==> src/rtl/latency_resp_gen.sv <==
// latency_resp_gen: in-order request queue. Each request comes back as a
// response once its own delay has run out, and never before the requests
// accepted ahead of it have been returned.
// Optional build macro: LATENCY_RESP_GEN_JITTER_EN adds up to 3 cycles of
// LFSR-based jitter to each stored delay.
module latency_resp_gen #(
   parameter int unsigned DEPTH = 8
) (
   input  logic                     clk,
   input  logic                     rst_n,
   input  logic                     req_pkt_valid,
   input  logic                     req_pkt_marker,
   input  logic [7:0]               req_pkt_tag,
   output logic                     req_sink_rdy,
   output logic                     resp_pkt_valid,
   input  logic                     resp_sink_rdy,
   output logic                     resp_pkt_marker,
   output logic [7:0]               resp_pkt_tag,
   input  logic [7:0]               cfg_delay,
   output logic [$clog2(DEPTH):0]   occupancy
);

   localparam int unsigned PTR_W = $clog2(DEPTH);
   localparam int unsigned OCC_W = PTR_W + 1;

   typedef struct packed {
      logic       marker;
      logic [7:0] tag;
      logic [7:0] cnt;
   } entry_t;

   entry_t            r_mem [DEPTH];
   logic [PTR_W-1:0]  r_wr_ptr;
   logic [PTR_W-1:0]  r_rd_ptr;
   logic [OCC_W-1:0]  r_occ;

   logic              w_push;
   logic              w_pop;
   logic              w_head_ripe;
   logic [7:0]        w_delay;

`ifdef LATENCY_RESP_GEN_JITTER_EN
   logic [7:0]        r_lfsr;
   logic [8:0]        w_sum;

   // Jittered delay, saturated to 8 bits; uses the LFSR value before it advances.
   always_comb begin
      w_sum   = {1'b0, cfg_delay} + 9'(r_lfsr[1:0]);
      w_delay = w_sum[8] ? 8'hFF : w_sum[7:0];
   end

   // Fibonacci LFSR x^8+x^6+x^5+x^4+1, stepped once per accepted request.
   always_ff @(posedge clk or negedge rst_n) begin
      if (!rst_n) begin
         r_lfsr <= 8'hA5;
      end else if (w_push) begin
         r_lfsr <= {r_lfsr[6:0], r_lfsr[7] ^ r_lfsr[5] ^ r_lfsr[4] ^ r_lfsr[3]};
      end
   end
`else
   // Stored delay is the configured delay unchanged.
   always_comb begin
      w_delay = cfg_delay;
   end
`endif

   // Handshakes and head-of-queue outputs, all decoded from registered state.
   always_comb begin
      req_sink_rdy    = (r_occ < OCC_W'(DEPTH));
      w_head_ripe     = (r_mem[r_rd_ptr].cnt == 8'd0);
      resp_pkt_valid  = (r_occ != '0) && w_head_ripe;
      resp_pkt_marker = 1'b0;
      resp_pkt_tag    = 8'd0;
      if (resp_pkt_valid) begin
         resp_pkt_marker = r_mem[r_rd_ptr].marker;
         resp_pkt_tag    = r_mem[r_rd_ptr].tag;
      end
      w_push          = req_pkt_valid && req_sink_rdy;
      w_pop           = resp_pkt_valid && resp_sink_rdy;
      occupancy       = r_occ;
   end

   // Queue storage, countdowns, pointers and occupancy.
   always_ff @(posedge clk or negedge rst_n) begin
      if (!rst_n) begin
         r_wr_ptr <= '0;
         r_rd_ptr <= '0;
         r_occ    <= '0;
         for (int i = 0; i < DEPTH; i++) begin
            r_mem[i] <= '0;
         end
      end else begin
         // Free-running saturating countdown; a slot is reloaded when it is written.
         for (int i = 0; i < DEPTH; i++) begin
            if (r_mem[i].cnt != 8'd0) begin
               r_mem[i].cnt <= r_mem[i].cnt - 8'd1;
            end
         end
         if (w_push) begin
            r_mem[r_wr_ptr] <= '{marker: req_pkt_marker, tag: req_pkt_tag, cnt: w_delay};
            r_wr_ptr        <= r_wr_ptr + PTR_W'(1);
         end
         if (w_pop) begin
            r_rd_ptr <= r_rd_ptr + PTR_W'(1);
         end
         unique case ({w_push, w_pop})
            2'b10:   r_occ <= r_occ + OCC_W'(1);
            2'b01:   r_occ <= r_occ - OCC_W'(1);
            default: r_occ <= r_occ;
         endcase
      end
   end

endmodule

==> config.mk <==
export PLATFORM = sky130hd
export DESIGN_NAME = latency_resp_gen
export DESIGN_NICKNAME = d
export VERILOG_FILES = /design/src/rtl/latency_resp_gen.sv
export SDC_FILE = /design/constraint.sdc
export NUM_CORES = 1
export LEC_CHECK = 0
export ABC_AREA = 1
export CORE_UTILIZATION = 45
export CTS_CLUSTER_DIAMETER = 200
export DETAILED_ROUTE_END_ITERATION = 7
export GPL_TIMING_DRIVEN = 0
export MAX_ROUTING_LAYER = met4
export PLACE_DENSITY = 0.7
export SYNTH_ARGS = -nofsm -noshare
export SYNTH_HDL_FRONTEND = slang
export SYNTH_SLANG_ARGS = --single-unit
==> constraint.sdc <==
create_clock -name clk -period 2.5 [get_ports clk]
set_clock_uncertainty 0.2 [all_clocks]
set_input_delay 0.5 -clock clk [delete_from_list [all_inputs] [get_ports clk]]
set_output_delay 0.5 -clock clk [all_outputs]
set_load 0.02 [all_outputs]
Word-level counts from Yosys, hierarchy flattened. Index checks and enable logic that the tools add are counted.

Flip-flop bits (word level): 146. Input port bits: 21. Output and inout port bits: 15. Word-level logic and storage cells: 80.

$add $sub $neg: 12. $lt $le $gt $ge: 4. Equal/unequal tests: 2. Muxes and demuxes: 18. Bitwise operators: 2. Reduce and logical (&&, ||, !) cells: 15.

Operators with widths (count): $bwmux 136 (1); $mux 127 (1); $mux 8 (9); $reduce_bool 8->1 (8); $sub 8x1->8 const B (8); $bmux 17 s3 (1); $demux 17 s3 (1); $mux 17 (3); $ge 4x4->1 const B (2); $logic_not 8->1 (1); $not 3->4 (2); $pmux 4 s2 (1); $add 3x1->3 const B (2); $add 4x1->4 const B (1); $logic_and 1x1->1 (4); $lt 4x1->1 const B (1); $lt 4x4->1 const B (1); $reduce_bool 4->1 (1); $sub 4x1->4 const B (1); $eq 2x1->1 const B (1); $eq 2x2->1 const B (1); $reduce_bool 2->1 (1); $mux 1 (1).

Depth between registers and ports, before layout.
Depth in word-level cells: 9. Gate-level depth with buffers: 20. Mapped depth without buffers: 20.

Least setup slack after synthesis. OpenSTA, ideal clock, no wires.

Path type: register to output. From: reg r_mem[24] in the netlist's numbering. To: out resp_pkt_marker. Data arrival time: 1933 ps. Setup slack: -133 ps. Stages on the path, launching flop included: 11. Cells stage by stage: dfrtp_1 -> or2_2 -> nor2_1 -> nand2_1 -> nand2_1 -> nand2_1 -> nand3_1 -> nand2_1 -> nor2_4 -> inv_2 -> a221oi_1.

Longest elaborated chain between the ends: 6.

RTL lines: from (decl) (line 32) `entry_t r_mem [DEPTH];`; from (signal, indexed assignment) (line 100) `r_mem[r_wr_ptr] <= '{marker: req_pkt_marker, tag: req_pkt_tag, cnt: w_delay};`; $bmux 17 s3 (line 70) `w_head_ripe = (r_mem[r_rd_ptr].cnt == 8'd0);`; $mux 17 (2 in series); $logic_not 8->1 (line 70); $logic_and 1x1->1 (line 71) `resp_pkt_valid = (r_occ != '0) && w_head_ripe;`; via resp_pkt_valid (line 15) `output logic resp_pkt_valid,`; $mux 1 (line 74) `if (resp_pkt_valid) begin`; to (decl) (line 17) `output logic resp_pkt_marker,`.

The timed path passes the listed nets, and every way through them passes these cells. The select of a mux whose other input is x is not followed.

Worst setup path in the final report.
From: reg r_rd_ptr[0]. To: out resp_pkt_tag[4].

Longest elaborated chain between the ends: 7.

RTL lines: from (decl) (line 34) `logic [PTR_W-1:0] r_rd_ptr;`; from (signal assigned) (line 104) `r_rd_ptr <= r_rd_ptr + PTR_W'(1);`; $not 3->4 (not written as such) (*) (line 70, 76); $bmux 17 s3 (*) (line 70, 76); $mux 17 (not written as such) (*) (2 in series) (line 76) `resp_pkt_tag = r_mem[r_rd_ptr].tag;`; $logic_not 8->1 (line 70); $logic_and 1x1->1 (line 71); $mux 8 (*) (line 74); to (decl) (line 18) `output logic [7:0] resp_pkt_tag,`.

Mark *: on every way between the ends. The rest lies on a longest branch, timed or not. The select of a mux whose other input is x is not followed.

==> metrics.txt <==
Iteration-0 DRC Markers=470; Fmax=339 MHz; DIE HEIGHT=131 um; initial antenna violation count=0; gr usage total=25.3%; Clock Tree Buf Depth=2; num ports=36; final setup margin=-0.447 ns; die area=17200 um2; first-pass GRT wire length=31.4 mm; worst vdd ir=748 uV; largest net degree at the start of global routing=75; final wirelength=19.8 mm; gr ovfl total=0; Initial Util=46.6%; Slew headroom=53.9%; Chip Width=131 um; total core area=16100 um2; CP endpoint kind=output pin; Root Driver=clkbuf_16; nets=1005; CTS clk-pin slew, worst paths=0.06 ns; synth unique cells=31; CTS tree=built; class of the most critical setup path=reg2out; Hold Crit Depth=2; outcome=finished, violations left; Vias/cell=5.44; Final setup viols=13; Port Buffer Count=35; power per cell area=1400 nW/um2; syn_nets=936; DRC viols=0; #FFs+latches synth=146; Worst Tran Pin Value=0.692 ns; syn_area_per_cell=8.37 um2; Inserted Clock Buffers=17; failing checks=setup timing; Crit path arrival time=2.25 ns; Hold Crit Class=reg2reg; TNS Setup=-4.76 ns; Slew Limit Fails=0; RSZ-0062 raised after global routing=yes; proportion of layout cells with a drive suffix above 1=15.5%; startpoint class of the critical path=flop; Tmin final=2.95 ns; Syn Std Cell Area=7490 um2; Post-Syn Instances=895; final hold vios=0; max_cap viols=0; antenna diode count=0; post-place setup slack=-0.944 ns; Post-DRT Antenna Nets=0; H-tree levels=4; total number of vias=6490; Tcrit/Tclk final=118%; Leakage=4.27 nW; vias in the first global route=6099; crit path max fanout=10; reg2reg path depth=21; Synth warnings=0; critical path required time=1.80 ns; Sink Count=146; gpl congestion=0.898; synth-to-layout area growth=22.7%; clk_lat worst skew=0.43 ns; TritonRoute pass-1 iters=5; HPWL Detailed=13.4 mm; sequential share of the synthesized area=48.8%; # rows=46; Routed WL per cell=16.6 um
## routing by layer
metal	GRT usage (%)	routed length [um]	share of wire, %	vias up
met4	9.33	453	2.3	0
met2	38.9	9490	48	156
met5	-	0	0	-
met3	4.11	779	3.9	37
met1	33.7	9070	46	3161
li1	-	-	-	3136
## flip-flops by register name (all words and copies together), names as in the netlist
name,count
r_mem,136
r_wr_ptr,3
occupancy,4
r_rd_ptr,3
## layout make-up
class,count,area [um2]
Fill cell,1442,6870
Multi-Input combinational cell,632,3660
Sequential cell,146,3660
Timing Repair Buffer,50,495
Clock buffer,18,439
Inverter,78,303
Tap cell,216,270
Buffer,39,209
Clock inverter,14,151
## worst max-delay path: stages, from the launching register on
cell and delay (ns):
dfrtp_2 0.51, clkbuf_4 0.27, buf_4 0.20, a21oi_1 0.08, a32o_1 0.25, a221oi_4 0.34, buf_6 0.16
## power breakdown
group | leakage [nW] | total, mW | switching [mW] | internal (mW)
combinational | 2.19 | 5.83 | 3.38 | 2.46
sequential | 1.80 | 4.46 | 0.928 | 3.54
clock | 0.276 | 2.57 | 1.06 | 1.51
total | 4.27 | 12.9 | 5.36 | 7.50
## through the flow
stage                     util [%]  hold slack [ns]  total power, mW  std cells  cell area (um2)
final                         57.2            0.278             12.9       1193             9190
after global routing          57.2            0.305             13.8       1193             9190
after CTS                     55.7            0.281             12.4       1187             8940
after detailed placement      50.8            0.266             9.45       1147             8150
after global placement        50.6            0.260             9.28       1146             8120
after floorplan                  -          0.00441             7.99        895             7500
## what timing repair did
action / 4_1_cts / 5_1_grt
pin swaps: 5 / 8
gates cloned: 0 / 0
endpoints found under the setup margin: 13 / 16
hold buffers: 1 / 0
gates resized for setup: 101 / 52
hold endpoints to repair: 72 / 0
buffers inserted: 7 / 7
## cells in the final DEF, fill, tap and decap left out, drive strengths merged
cell type	netlist	routed
a21oi	23	23
a221oi	9	9
a32o	9	9
buf	19	43
bufinv	0	2
clkbuf	20	39
clkdlybuf4s50	0	24
clkinv	0	2
clkinvlp	0	5
dfrtp	146	146
dlygate4sd3	0	1
ha	20	20
inv	78	83
nand2	228	228
nand3	38	38
nand4	9	9
nor2	52	52
nor3	8	8
nor4	3	3
o211ai	16	16
o21ai	119	119
o21bai	1	1
o22ai	31	31
o31ai	2	2
or2	13	13
or4	1	1
xnor2	19	19
xor2	31	31
## cell usage after synthesis
cell / instances / area share (%)
nand3_2: 1 / 0.13
inv_2: 2 / 0.10
a221oi_1: 9 / 1.1
or4_1: 1 / 0.10
o22ai_1: 31 / 2.6
o21bai_1: 1 / 0.10
nand4_1: 8 / 0.67
or2_2: 12 / 1.0
o21ai_0: 119 / 8.0
nor2_2: 2 / 0.17
dfrtp_1: 146 / 49
nand2_1: 227 / 11
nand3_1: 37 / 2.5
a21oi_1: 23 / 1.5
buf_2: 17 / 1.1
nand4_2: 1 / 0.17
inv_1: 76 / 3.8
or2_1: 1 / 0.084
buf_1: 2 / 0.10
o211ai_1: 16 / 1.6
clkbuf_1: 20 / 1.0
xor2_1: 31 / 3.6
nor3_1: 8 / 0.53
nor2_4: 1 / 0.15
nor2_1: 49 / 2.5
nand2_2: 1 / 0.084
xnor2_1: 19 / 2.2
ha_1: 20 / 3.3
a32o_1: 9 / 1.2
o31ai_1: 2 / 0.20
nor4_1: 3 / 0.25
## cells by family after synthesis
| group | after synthesis | share of synthesized area (%) |
|---|---|---|
| compound gates | 210 | 16.2 |
| xor+xnor | 50 | 5.85 |
| fa+ha+maj | 20 | 3.34 |
| buf+inv | 117 | 6.15 |
| flops | 146 | 48.8 |
| simple gates | 352 | 19.6 |
## path summary, 6_finish.rpt
kind	startpoint	end	slack, ns
setup / recovery	r_rd_ptr[0]	resp_pkt_tag[4]	-0.45
hold / removal	r_mem[32]	r_mem[32]	0.28
setup reg to reg	r_rd_ptr[0]	occupancy[2]	-0.28
hold reg to reg	r_mem[32]	r_mem[32]	0.28
max in group asynchronous	rst_n	r_rd_ptr[0]	0.84
min in group asynchronous	rst_n	r_mem[93]	0.45
Power figures use the tool's default switching activity.
